[src/rtl/ternary_pkg.sv]
// Shared ternary codec definitions used by both the compress and decompress paths.
package ternary_pkg;

  typedef logic [1:0] trit_t;

  // Two's-complement trit encoding; 2'b10 is never produced.
  localparam trit_t TRIT_NEG  = 2'b11;
  localparam trit_t TRIT_ZERO = 2'b00;
  localparam trit_t TRIT_POS  = 2'b01;

  localparam int unsigned TRITS_PER_BYTE = 5;
  localparam int unsigned CODE_MAX       = 242;

  // Decompressor control: EMPTY holds no word, DRAIN is emitting groups.
  typedef enum logic {
    StEmpty,
    StDrain
  } dec_state_e;

endpackage

[src/rtl/ternary_decompress_if.sv]
// Word-in / trit-group-out stream bundle for the ternary decompressor.
interface ternary_decompress_if #(
  parameter int unsigned NUM_BYTES = 4
);
  localparam int unsigned IDX_WIDTH = $clog2(NUM_BYTES);

  logic [8*NUM_BYTES-1:0] in_data_i;
  logic                   in_valid_i;
  logic                   in_ready_o;
  logic [9:0]             out_trits_o;
  logic [IDX_WIDTH-1:0]   out_idx_o;
  logic                   out_last_o;
  logic                   out_invalid_o;
  logic                   out_valid_o;
  logic                   out_ready_i;

  // Decoder side: consumes words, produces trit groups.
  modport slave (
    input  in_data_i, in_valid_i, out_ready_i,
    output in_ready_o, out_trits_o, out_idx_o, out_last_o, out_invalid_o, out_valid_o
  );

  // Environment side: produces words, consumes trit groups.
  modport master (
    output in_data_i, in_valid_i, out_ready_i,
    input  in_ready_o, out_trits_o, out_idx_o, out_last_o, out_invalid_o, out_valid_o
  );
endinterface

[src/rtl/ternary_byte_decode.sv]
// Combinational base-3 unpack of one byte into five trits, t0 in the low bits.
module ternary_byte_decode
  import ternary_pkg::*;
(
  input  logic [7:0] code,
  output logic [9:0] trits,
  output logic       invalid
);

  logic [7:0] rem;

  // Divide-by-3 chain: each remainder 0/1/2 maps to trit -1/0/+1.
  always_comb begin
    rem     = code;
    trits   = '0;
    invalid = (code > 8'(CODE_MAX));
    for (int i = 0; i < int'(TRITS_PER_BYTE); i++) begin
      unique case (rem % 8'd3)
        8'd0:    trits[2*i +: 2] = TRIT_NEG;
        8'd1:    trits[2*i +: 2] = TRIT_ZERO;
        default: trits[2*i +: 2] = TRIT_POS;
      endcase
      rem = rem / 8'd3;
    end
    if (invalid) trits = '0;
  end

endmodule

[src/rtl/ternary_decompress.sv]
// Buffers one packed word and emits its bytes as trit groups, LSB byte first.
module ternary_decompress
  import ternary_pkg::*;
#(
  parameter int unsigned NUM_BYTES = 4
) (
  input  logic                  clk_i,
  input  logic                  rst_ni,
  input  logic                  clear_i,
  ternary_decompress_if.slave   bus
);

  localparam int unsigned            IDX_WIDTH = $clog2(NUM_BYTES);
  localparam logic [IDX_WIDTH-1:0]   LAST_IDX  = IDX_WIDTH'(NUM_BYTES - 1);

  dec_state_e               state_q, state_d;
  logic [IDX_WIDTH-1:0]     idx_q, idx_d;
  logic [8*NUM_BYTES-1:0]   buf_q, buf_d;

  logic       full;
  logic       at_last;
  logic       accept;
  logic       group_hs;
  logic [7:0] cur_byte;
  logic [9:0] dec_trits;
  logic       dec_invalid;

  assign full     = (state_q == StDrain);
  assign at_last  = (idx_q == LAST_IDX);
  assign cur_byte = buf_q[{idx_q, 3'b000} +: 8];
  assign group_hs = full && bus.out_ready_i;
  assign accept   = bus.in_valid_i && bus.in_ready_o;

  // Reload is allowed while the last group is being consumed, so words stream with no bubble.
  assign bus.in_ready_o = !clear_i && (!full || (bus.out_ready_i && at_last));

  ternary_byte_decode u_decode (
    .code    (cur_byte),
    .trits   (dec_trits),
    .invalid (dec_invalid)
  );

  // Next-state: clear beats accept beats group advance.
  always_comb begin
    state_d = state_q;
    idx_d   = idx_q;
    buf_d   = buf_q;
    if (clear_i) begin
      state_d = StEmpty;
      idx_d   = '0;
    end else if (accept) begin
      state_d = StDrain;
      idx_d   = '0;
      buf_d   = bus.in_data_i;
    end else if (group_hs) begin
      if (at_last) begin
        state_d = StEmpty;
        idx_d   = '0;
      end else begin
        idx_d = idx_q + 1'b1;
      end
    end
  end

  // State, index and word buffer registers.
  always_ff @(posedge clk_i or negedge rst_ni) begin
    if (!rst_ni) begin
      state_q <= StEmpty;
      idx_q   <= '0;
      buf_q   <= '0;
    end else begin
      state_q <= state_d;
      idx_q   <= idx_d;
      buf_q   <= buf_d;
    end
  end

  // Group outputs come from registered state only and read as zero when idle.
  always_comb begin
    bus.out_valid_o   = full;
    bus.out_trits_o   = '0;
    bus.out_idx_o     = '0;
    bus.out_last_o    = 1'b0;
    bus.out_invalid_o = 1'b0;
    if (full) begin
      bus.out_trits_o   = dec_trits;
      bus.out_idx_o     = idx_q;
      bus.out_last_o    = at_last;
      bus.out_invalid_o = dec_invalid;
    end
  end

endmodule

[src/flat_wrapper.sv]
// flat-port wrapper written by rule: the top's interface ports become plain ports
module ternary_decompress_flat import ternary_pkg::*;
#(
  parameter int unsigned NUM_BYTES = 4
)
  (clk_i, rst_ni, clear_i, bus_in_data_i, bus_in_valid_i, bus_out_ready_i, bus_in_ready_o, bus_out_trits_o, bus_out_idx_o, bus_out_last_o, bus_out_invalid_o, bus_out_valid_o);
  ternary_decompress_if #(.NUM_BYTES(NUM_BYTES)) bus_i ();
  input  logic clk_i;
  input  logic rst_ni;
  input  logic clear_i;
  input wire logic [$bits(bus_i.in_data_i)-1:0] bus_in_data_i;
  input wire logic [$bits(bus_i.in_valid_i)-1:0] bus_in_valid_i;
  input wire logic [$bits(bus_i.out_ready_i)-1:0] bus_out_ready_i;
  output wire logic [$bits(bus_i.in_ready_o)-1:0] bus_in_ready_o;
  output wire logic [$bits(bus_i.out_trits_o)-1:0] bus_out_trits_o;
  output wire logic [$bits(bus_i.out_idx_o)-1:0] bus_out_idx_o;
  output wire logic [$bits(bus_i.out_last_o)-1:0] bus_out_last_o;
  output wire logic [$bits(bus_i.out_invalid_o)-1:0] bus_out_invalid_o;
  output wire logic [$bits(bus_i.out_valid_o)-1:0] bus_out_valid_o;
  assign bus_i.in_data_i = bus_in_data_i;
  assign bus_i.in_valid_i = bus_in_valid_i;
  assign bus_i.out_ready_i = bus_out_ready_i;
  assign bus_in_ready_o = bus_i.in_ready_o;
  assign bus_out_trits_o = bus_i.out_trits_o;
  assign bus_out_idx_o = bus_i.out_idx_o;
  assign bus_out_last_o = bus_i.out_last_o;
  assign bus_out_invalid_o = bus_i.out_invalid_o;
  assign bus_out_valid_o = bus_i.out_valid_o;
  ternary_decompress #(.NUM_BYTES(NUM_BYTES)) u_core (.clk_i(clk_i), .rst_ni(rst_ni), .clear_i(clear_i), .bus(bus_i));
endmodule
[config.mk]
export PLATFORM = sky130hd
export DESIGN_NAME = ternary_decompress_flat
export DESIGN_NICKNAME = d
export VERILOG_FILES = /design/src/rtl/ternary_pkg.sv /design/src/rtl/ternary_decompress_if.sv /design/src/rtl/ternary_byte_decode.sv /design/src/rtl/ternary_decompress.sv /design/src/flat_wrapper.sv
export SDC_FILE = /design/constraint.sdc
export NUM_CORES = 1
export LEC_CHECK = 0
export BUFFER_PORTS_ARGS = -buffer_cell sky130_fd_sc_hd__buf_2
export CAP_MARGIN = 25
export CORE_AREA = 2 2 117 119
export DETAILED_ROUTE_END_ITERATION = 16
export DIE_AREA = 0 0 119 121
export HOLD_SLACK_MARGIN = 0.05
export MAX_ROUTING_LAYER = met4
export PLACE_DENSITY = 0.57
export SLEW_MARGIN = 20
export SYNTH_ARGS = -nofsm -noshare
export SYNTH_HDL_FRONTEND = slang
export SYNTH_HIERARCHICAL = 1
export SYNTH_SLANG_ARGS = --single-unit
[constraint.sdc]
create_clock -name clk_i -period 13 [get_ports clk_i]
set_clock_uncertainty 0.15 [all_clocks]
set_input_delay 1.3 -clock clk_i [delete_from_list [all_inputs] [get_ports clk_i]]
set_output_delay 1.3 -clock clk_i [all_outputs]
set_load 0.1 [all_outputs]
==> out/metrics.yaml, run 1 <==
post-route-util: 0.494
dpl.hpwl_um: 10800
fin_ws_ns: 0.483
h-tree-depth: 2
synth_edf_count: 0
drtIter0Drc: 467
io_pins: 53
drv_cap: 0
cp_slowest_cell: "dfrtp_2"
io_buffers: 52
via_per_inst: 6.05
fp.dieH_um: 121
fin_area_um2: 6470
grt_pass1_vias: 5016
cts_tree: "built"
path_clk_slew_ns: 0.05
grt_max_degree: 36
max_freq_mhz: 79.9
drc: 0
setup_viol: 0
dr.pass1.iters: 6
status: "completed"
fp.dieArea_um2: 14400
async_reset_ff_frac: 1.00
yosys_warnings: 6
totalWireLength_um: 15400
wl_per_cell_um: 17.0
synthFlopType: "dfrtp_1"
worstHoldStart: "u_core/buf_q[8]"
min_to: "u_core/buf_q[8]"
crit_top_cell: "inv_2"
cp.buffers_inverters: 10
crit_start: "u_core/idx_q[0]"
worstPathMaxFanout: 7
numCtsBuffers: 5
required_ns: 11.55
cts_sinks: 35
num-nets-final: 790
ant_nets: 0
grt_overflow: 0
dieWidth_um: 119
ys_seq_elements: 35
rows: 42
syn-num-nets: 701
grt_first_pass_wirelength_um: 24600
r2r_cells: 6
drive_above_1_share: 0.338
tns_ns: 0
core-area_um2: 13100
period_needed_ns: 12.52
vias: 5489
antenna_found_initial: 0
ys_types: 98
area_growth_pct: 24.8
hold_depth: 1
path_class: "flip-flop to primary output"
slowest_delay_ns: 0.47
synth_area_um2: 5180
final_hold_viol_count: 0
clkLatencyLatePin_ns: 0.28
worstMarginPinSlew_ns: 0.881
critPathCaptureType: "primary output"
post-route-period-util: 0.963
cts_buffer_depth: 2
pre_cts_slack_ns: -0.117
startpoint_type: "flip-flop"
crit_family: "compound AO/OA/AOI/OAI gates"
antenna_cells: 0
grt_usage: 0.212
seq_area_frac_synth: 0.169
cp.arrival_ns: 11.07
root_buffer: "clkbuf_16"
globalplace.congestion: 0.905
postSynthAreaPerCell_um2: 8.08
place_area_um2: 5750
hold_path.class: "flip-flop to flip-flop"
slew_violations: 0
rr_startpoint: "u_core/idx_q[1]"
synthCells: 641
start_util: 0.396
ff2ff_setup_slack_ns: 10.68
relSlewSlack: 0.397
r2r_end: "u_core/buf_q[23]"
## cell type report
cell class              instances  area (um2)
repair buffers                114         815
clock buffers                   7         153
fillers                      1199        6620
multi-input cells             536        4250
flip-flops and latches         35         878
well taps                     176         220
inverters                      38         143
clock inverters                 1        7.51
## cells by family (layout without fill, tap and decap cells)
family | Yosys count | in the layout | share of synthesized area
XOR/XNOR | 19 | 19 | 0.0321
multiplexers | 49 | 53 | 0.122
AO/OA/AOI/OAI | 197 | 197 | 0.290
AND/OR/NAND/NOR | 244 | 244 | 0.264
buffers and inverters | 74 | 160 | 0.0664
adder cells (fa/ha/maj) | 23 | 23 | 0.0555
flip-flops | 35 | 35 | 0.169
## synthesized netlist by cell type (7+ instances only)
master    number  area (um2)
nand2_1       50         188
nor2_1        49         184
a21oi_1       43         215
dfrtp_1       35         876
inv_1         35         131
mux2_2        34         383
and2_1        25         156
ha_1          23         288
o21ai_0       23         115
clkbuf_1      16        60.1
nor3_1        16        80.1
xnor2_1       16         140
nand2b_1      13        81.3
nand3_1       13        65.1
nor2b_1        9        56.3
buf_2          8        40.0
mux4_2         8         180
o211ai_1       8        60.1
o22ai_1        8        50.1
o31ai_1        8        60.1
mux2i_1        7        70.1
nand4_1        7        43.8
or3_1          7        43.8
## routing by layer
metal	track usage	vias to the layer above	routed length [um]
met5	-	-	0
met4	0.0558	0	318
met2	0.335	242	7120
met3	0.0324	39	972
met1	0.285	2609	6960
li1	-	2599	-
## state kept, by name (all words and copies together), names as in the netlist
signal	cells
u_core/idx_q	2
u_core/buf_q	32
u_core/bus.out_valid_o	1
## metrics by stage
stage | std cells | hold slack [ns]
6_report | 907 | 0.349
5_1_grt | 907 | 0.372
4_1_cts | 876 | 0.357
3_5_place_dp | 858 | 0.345
3_3_place_gp | 858 | 0.336
2_1_floorplan | 641 | 0.325
## worst max path at each step
| stage | to | slack, ns | depth (start not counted) |
|---|---|---|---|
| 2_1_floorplan | bus_out_trits_o[9] | -0.03 | 62 |
| 3_3_place_gp | bus_out_trits_o[9] | 0.23 | 52 |
| 3_5_place_dp | bus_out_trits_o[9] | -0.12 | 52 |
| 4_1_cts | bus_out_trits_o[9] | 0.03 | 52 |
| 5_1_grt | bus_out_trits_o[9] | -0.07 | 54 |
| 6_report | bus_out_trits_o[9] | 0.48 | 53 |
## worst reg2reg max path, stage by stage, from the launching register on
cell	delay (ns)
dfrtp_2	0.50
buf_4	0.23
ha_1	0.25
a21boi_4	0.10
nor3b_4	0.17
buf_4	0.39
mux2_2	0.41
## cell usage in the layout, fill, tap and decap left out, types with 9 or more instances in the layout
| cell | instances |
|---|---|
| nor2_1 | 47 |
| dfrtp_1 | 33 |
| mux2_2 | 34 |
| mux4_2 | 10 |
| inv_1 | 30 |
| nor3_1 | 15 |
| buf_4 | 59 |
| xnor2_1 | 14 |
| buf_2 | 48 |
| nand3_1 | 12 |
| a21oi_1 | 38 |
| ha_1 | 16 |
| nand2b_1 | 13 |
| o21ai_0 | 20 |
| nor2b_1 | 9 |
| nand2_1 | 50 |
| and2_1 | 22 |
## repair_timing
| action | in CTS | in global routing |
|---|---|---|
| cloned | 4 | 0 |
| gates resized for setup | 6 | 40 |
| endpoints found under the hold margin | 0 | 0 |
| pin swaps | 1 | 16 |
| buffers inserted | 6 | 31 |
| hold buffers | 0 | 0 |
| endpoints found under the setup margin | 2 | 4 |
Power of run 1 is left out: the tool's default activity adds up to more than one toggle a clock period on the data nets, which glitch-free logic cannot reach.
==> run 2, diff against run 1 <==
--- a/config.mk
+++ b/config.mk
@@ -7,14 +7,15 @@
 export LEC_CHECK = 0
 export BUFFER_PORTS_ARGS = -buffer_cell sky130_fd_sc_hd__buf_2
 export CAP_MARGIN = 25
-export CORE_AREA = 2 2 117 119
+export CELL_PAD_IN_SITES_DETAIL_PLACEMENT = 1
+export CELL_PAD_IN_SITES_GLOBAL_PLACEMENT = 2
+export CORE_AREA = 2 2 127 129
 export DETAILED_ROUTE_END_ITERATION = 16
-export DIE_AREA = 0 0 119 121
+export DIE_AREA = 0 0 129 131
 export HOLD_SLACK_MARGIN = 0.05
 export MAX_ROUTING_LAYER = met4
-export PLACE_DENSITY = 0.57
+export PLACE_DENSITY = 0.76
 export SLEW_MARGIN = 20
 export SYNTH_ARGS = -nofsm -noshare
 export SYNTH_HDL_FRONTEND = slang
-export SYNTH_HIERARCHICAL = 1
 export SYNTH_SLANG_ARGS = --single-unit
==> out/metrics.yaml, run 2 <==
largest_reg_flops: 32  # unchanged
grt_overflow: 0  # unchanged
synth_area_leaders: "dfrtp_1, mux2_2, ha_1"  # unchanged
crit_start: "u_core.idx_q[0]"  # was u_core/idx_q[0]
cp_slowest_cell: "mux4_2"  # was dfrtp_2
rows: 46  # was 42
ys_types: 102  # was 98
ff2ff_setup_slack_ns: 10.47  # was 10.68 ns
post-route-period-util: 0.960  # was 0.963
io_buffers: 52  # unchanged
regArea_um2: 878  # unchanged
multiInputGateArea_um2: 4490  # was 4250 um2
numCtsBuffers: 5  # unchanged
dr.pass1.iters: 4  # was 6
period_needed_ns: 12.49  # was 12.52 ns
worstHoldStart: "u_core.buf_q[25]"  # was u_core/buf_q[8]
cts_sinks: 35  # unchanged
min_to: "u_core.buf_q[25]"  # was u_core/buf_q[8]
fillers: 1825  # was 1199
dpl.hpwl_um: 12500  # was 10800 um
globalplace.congestion: 0.898  # was 0.905
final_hold_viol_count: 0  # unchanged
drive_above_1_share: 0.398  # was 0.338
yosys_warnings: 0  # was 6
startpoint_type: "flip-flop"  # unchanged
drtIter0Drc: 272  # was 467
setup_viol: 0  # unchanged
final_cell_mix: "nor2_1, buf_4, buf_2"  # was buf_4, nand2_1, buf_2
fin_ws_ns: 0.514  # was 0.483 ns
tns_ns: 0  # unchanged
yosysMostFrequentCell: "nor2_1"  # was nand2_1
r2r_cells: 8  # was 6
synthCells: 617  # was 641
yosysTopAreaCell: "dfrtp_1"  # unchanged
antenna_cells: 0  # unchanged
hold_buffers: 0  # unchanged
r2r_end: "u_core.buf_q[14]"  # was u_core/buf_q[23]
status: "completed"  # unchanged
via_per_inst: 5.72  # was 6.05
synth_area_um2: 5190  # was 5180 um2
syn-num-nets: 677  # was 701
critPathCaptureType: "primary output"  # unchanged
pre_cts_slack_ns: -0.0287  # was -0.117 ns
drv_cap: 0  # unchanged
hold_depth: 1  # unchanged
fp.dieArea_um2: 16900  # was 14400 um2
start_util: 0.333  # was 0.396
synth_common_cells: "nor2_1, nand2_1, mux2_2"  # was nand2_1, nor2_1, a21oi_1
top_register: "u_core.buf_q"  # was u_core/buf_q
required_ns: 11.55  # about the same
vias: 5258  # was 5489
cts_buffer_depth: 2  # unchanged
hold_path.class: "flip-flop to flip-flop"  # unchanged
drc: 0  # unchanged
io_pins: 53  # unchanged
fp.dieH_um: 131  # was 121 um
path_clk_slew_ns: 0.05  # about the same
slowest_delay_ns: 0.57  # was 0.47 ns
seq_area_frac_synth: 0.169  # about the same
ys_seq_elements: 35  # unchanged
clkLatencyLatePin_ns: 0.27  # was 0.28 ns
max_freq_mhz: 80.1  # was 79.9 MHz
postSynthAreaPerCell_um2: 8.42  # was 8.08 um2
slew_violations: 0  # unchanged
grt_max_degree: 36  # unchanged
worstPathMaxFanout: 10  # was 7
grt_pass1_vias: 5187  # was 5016
path_class: "flip-flop to primary output"  # unchanged
synthFlopType: "dfrtp_1"  # unchanged
dieWidth_um: 129  # was 119 um
synthDominantCellAreaShare: 0.169  # about the same
async_reset_ff_frac: 1.00  # unchanged
grt_usage: 0.194  # was 0.212
mostFrequentLayoutCell: "nor2_1"  # was buf_4
worstMarginPinSlew_ns: 0.762  # was 0.881 ns
antenna_found_initial: 0  # unchanged
area_growth_pct: 29.1  # was 24.8%
root_buffer: "clkbuf_16"  # unchanged
h-tree-depth: 2  # unchanged
num-nets-final: 764  # was 790
totalWireLength_um: 16900  # was 15400 um
rr_startpoint: "u_core.idx_q[0]"  # was u_core/idx_q[1]
grt_first_pass_wirelength_um: 26300  # was 24600 um
ant_nets: 0  # unchanged
core-area_um2: 15600  # was 13100 um2
cp.arrival_ns: 11.04  # was 11.07 ns
relSlewSlack: 0.492  # was 0.397
cts_tree: "built"  # unchanged
wl_per_cell_um: 18.4  # was 17.0 um
synth_edf_count: 0  # unchanged
run 2: cell types whose count changed in the layout (fill, tap and decap cells not counted), moves of 6 or more:
cell     before  now
nand2_1      50   40
nand3_1      12    2
a21oi_1      38   29
and2_1       22   14
buf_4        59   51
nand4_1       7    0
inv_1        30   24
nor3_1       15   21
run 2: worst max-delay path by stage:
stage | to | slack [ns] | depth (start not counted)
3_5_place_dp | bus_out_trits_o[9] | -0.03 | 59
4_1_cts | bus_out_trits_o[9] | 0.03 | 59
3_3_place_gp | bus_out_trits_o[9] | 0.30 | 59
6_report | bus_out_trits_o[9] | 0.51 | 58
5_1_grt | bus_out_trits_o[9] | -0.18 | 59
2_1_floorplan | bus_out_trits_o[9] | -0.19 | 61
run 2: timing repair:
action,CTS,global route
pin swaps,4,27
gates resized for setup,1,51
setup buffers,8,34
setup endpoints to repair,2,2
hold endpoints to repair,0,0
cloned,0,1
run 2: cell type report:
type / count / area share
clock buffer: 6 / 0.0207
clock inverter: 1 / 0.000747
inverter: 31 / 0.0194
multi-input combinational: 522 / 0.671
sequential: 35 / 0.131
tap: 216 / 0.0403
timing repair buffer: 109 / 0.117
run 2: per-layer routing:
layer  vias up  part of all wire  GRT usage
li1       2506                 -          -
met1      2622              0.46      0.257
met2       108              0.49      0.324
met3        22             0.032     0.0236
met4         0             0.016     0.0358
met5         -                 0          -
run 2: per-stage QoR:
| stage | hold slack [ns] | util | instances | cell area [um2] |
|---|---|---|---|---|
| global route | 0.380 | 0.430 | 920 | 6700 |
| CTS | 0.356 | 0.393 | 885 | 6130 |
| global placement | 0.338 | 0.379 | 870 | 5920 |
| detailed placement | 0.345 | 0.379 | 870 | 5920 |
| finish | 0.355 | 0.430 | 920 | 6700 |
| floorplan | 0.325 | - | 617 | 5450 |
run 2: kinds of logic (layout without fill, tap and decap cells):
| group | count (synthesis) | after routing | synth area share |
|---|---|---|---|
| XOR/XNOR | 23 | 23 | 0.0417 |
| multiplexers | 58 | 59 | 0.141 |
| AO/OA/AOI/OAI | 177 | 177 | 0.270 |
| buffers and inverters | 61 | 147 | 0.0588 |
| AND/OR/NAND/NOR | 240 | 240 | 0.265 |
| adder cells (fa/ha/maj) | 23 | 23 | 0.0554 |
| flip-flops | 35 | 35 | 0.169 |
run 2: worst max-delay path: cells and delay by family (launching register included):
family,cells,cell delay [ns]
AND/OR/NAND/NOR,21,4.14
AO/OA/AOI/OAI,15,2.27
adder cells (fa/ha/maj),8,1.60
buffers and inverters,8,1.08
multiplexers,2,0.77
flip-flops,1,0.45
XOR/XNOR,4,0.43
Power of run 2 is left out for the same reason.
==> run 3, diff against run 2 <==
--- a/config.mk
+++ b/config.mk
@@ -9,9 +9,9 @@
 export CAP_MARGIN = 25
 export CELL_PAD_IN_SITES_DETAIL_PLACEMENT = 1
 export CELL_PAD_IN_SITES_GLOBAL_PLACEMENT = 2
-export CORE_AREA = 2 2 127 129
+export CORE_AREA = 2 2 91 180
 export DETAILED_ROUTE_END_ITERATION = 16
-export DIE_AREA = 0 0 129 131
+export DIE_AREA = 0 0 93 182
 export HOLD_SLACK_MARGIN = 0.05
 export MAX_ROUTING_LAYER = met4
 export PLACE_DENSITY = 0.76
==> out/metrics.yaml, run 3 (synthesized netlist as in run 2, its figures left out) <==
grt_overflow: 0  # unchanged
worstMarginPinSlew_ns: 0.761  # was 0.762 ns
critPathCaptureType: "primary output"  # unchanged
grt_first_pass_wirelength_um: 26300  # about the same
globalplace.congestion: 0.897  # was 0.898
dieWidth_um: 93  # was 129 um
mostFrequentLayoutCell: "buf_4"  # was nor2_1
setup_viol: 0  # unchanged
slowest_delay_ns: 0.62  # was 0.57 ns
io_buffers: 52  # unchanged
path_clk_slew_ns: 0.06  # was 0.05 ns
fp.dieH_um: 182  # was 131 um
relSlewSlack: 0.493  # was 0.492
cp.buffers_inverters: 7  # was 8
top_register: "u_core.buf_q"  # unchanged
cts_buffer_depth: 2  # unchanged
root_buffer: "clkbuf_16"  # unchanged
final_hold_viol_count: 0  # unchanged
cts_tree: "built"  # unchanged
totalWireLength_um: 16800  # was 16900 um
num-nets-final: 780  # was 764
io_pins: 53  # unchanged
dr.pass1.iters: 4  # unchanged
ant_nets: 0  # unchanged
slew_violations: 0  # unchanged
clkLatencyLatePin_ns: 0.28  # was 0.27 ns
area_growth_pct: 29.8  # was 29.1%
path_class: "flip-flop to primary output"  # unchanged
crit_family: "simple AND/OR/NAND/NOR gates"  # unchanged
dpl.hpwl_um: 12200  # was 12500 um
fp.dieArea_um2: 16900  # about the same
cp.arrival_ns: 11.00  # was 11.04 ns
required_ns: 11.55  # about the same
wl_per_cell_um: 18.2  # was 18.4 um
core-area_um2: 15600  # about the same
startpoint_type: "flip-flop"  # unchanged
hold_path.class: "flip-flop to flip-flop"  # unchanged
post-route-util: 0.431  # was 0.430
worstPathMaxFanout: 13  # was 10
drtIter0Drc: 179  # was 272
cp_slowest_cell: "mux4_2"  # unchanged
drive_above_1_share: 0.399  # was 0.398
start_util: 0.333  # about the same
numCtsBuffers: 5  # unchanged
vias: 5224  # was 5258
rows: 65  # was 46
grt_max_degree: 36  # unchanged
antenna_found_initial: 0  # unchanged
post-route-period-util: 0.958  # was 0.960
via_per_inst: 5.67  # was 5.72
drc: 0  # unchanged
final_cell_mix: "buf_4, nor2_1, buf_2"  # was nor2_1, buf_4, buf_2
crit_top_cell: "ha_4"
largest_reg_flops: 32  # unchanged
drv_cap: 0  # unchanged
max_freq_mhz: 80.3  # was 80.1 MHz
h-tree-depth: 2  # unchanged
antenna_cells: 0  # unchanged
grt_pass1_vias: 5236  # was 5187
status: "completed"  # unchanged
cts_sinks: 35  # unchanged
period_needed_ns: 12.45  # was 12.49 ns
grt_usage: 0.193  # was 0.194
## run 3: cell types whose count changed in the layout (fill, tap and decap cells not counted), moves of 2 or more
cell,previous run,this run
nand2b_4,3,0
buf_12,6,4
a21oi_2,4,2
nor2_2,0,3
nand2b_1,10,12
nor2_1,52,50
buf_4,51,68
## run 3: worst paths after layout
kind | startpoint | endpoint | slack (ns) | cells past startpoint
hold reg to reg | u_core.buf_q[27] | u_core.buf_q[27] | 0.35 | 1
min in group asynchronous | rst_ni | u_core.buf_q[24] | 0.94 | 1
max in group asynchronous | rst_ni | u_core.idx_q[0] | 11.23 | 1
hold / removal | u_core.buf_q[27] | u_core.buf_q[27] | 0.35 | 1
setup / recovery | u_core.idx_q[0] | bus_out_trits_o[9] | 0.55 | 58
setup reg to reg | u_core.idx_q[1] | u_core.buf_q[9] | 10.56 | 7
## run 3: metal layers
metal / up-vias / part of all wire / track usage / routed length (um)
li1: 2543 / - / - / -
met1: 2570 / 0.44 / 0.243 / 7450
met2: 85 / 0.50 / 0.333 / 8450
met3: 26 / 0.032 / 0.0174 / 540
met4: 0 / 0.020 / 0.0435 / 336
met5: - / 0 / - / 0
## run 3: layout make-up
type                            count  area, um2
Multi-Input combinational cell    522       4430
Sequential cell                    35        877
Fill cell                        1890       8880
Inverter                           31        130
Timing Repair Buffer              125        885
Clock inverter                      3       43.8
Tap cell                          201        251
Clock buffer                        5        125
## run 3: timing repair
action / in CTS / in global routing
hold buffers: 0 / 0
endpoints found under the hold margin: 0 / 0
cloned: 0 / 1
pin swaps: 4 / 27
setup buffers: 12 / 39
setup endpoints to repair: 2 / 2
resized for setup: 5 / 32
## run 3: through the flow
step	cell area (um2)	setup TNS (ns)	instances	hold WS, ns	setup WS (ns)
floorplan	5450	-0.187	617	0.325	-0.187
global placement	5950	0	862	0.335	0.179
detailed placement	5950	-0.0122	862	0.342	-0.0122
CTS	6250	0	882	0.357	0.00805
global route	6740	-0.124	922	0.374	-0.124
finish	6740	0	922	0.351	0.551
## run 3: worst register-to-register path, delay by kind of cell, from the launching register on
family / cells / cell delay [ns]
and+or+nand+nor: 2 / 0.28
buffers and inverters: 2 / 0.64
AOI/OAI and AO/OA: 1 / 0.13
muxes: 1 / 0.42
adders and majority gates: 1 / 0.22
DFF: 1 / 0.48
Power of run 3 is left out for the same reason.
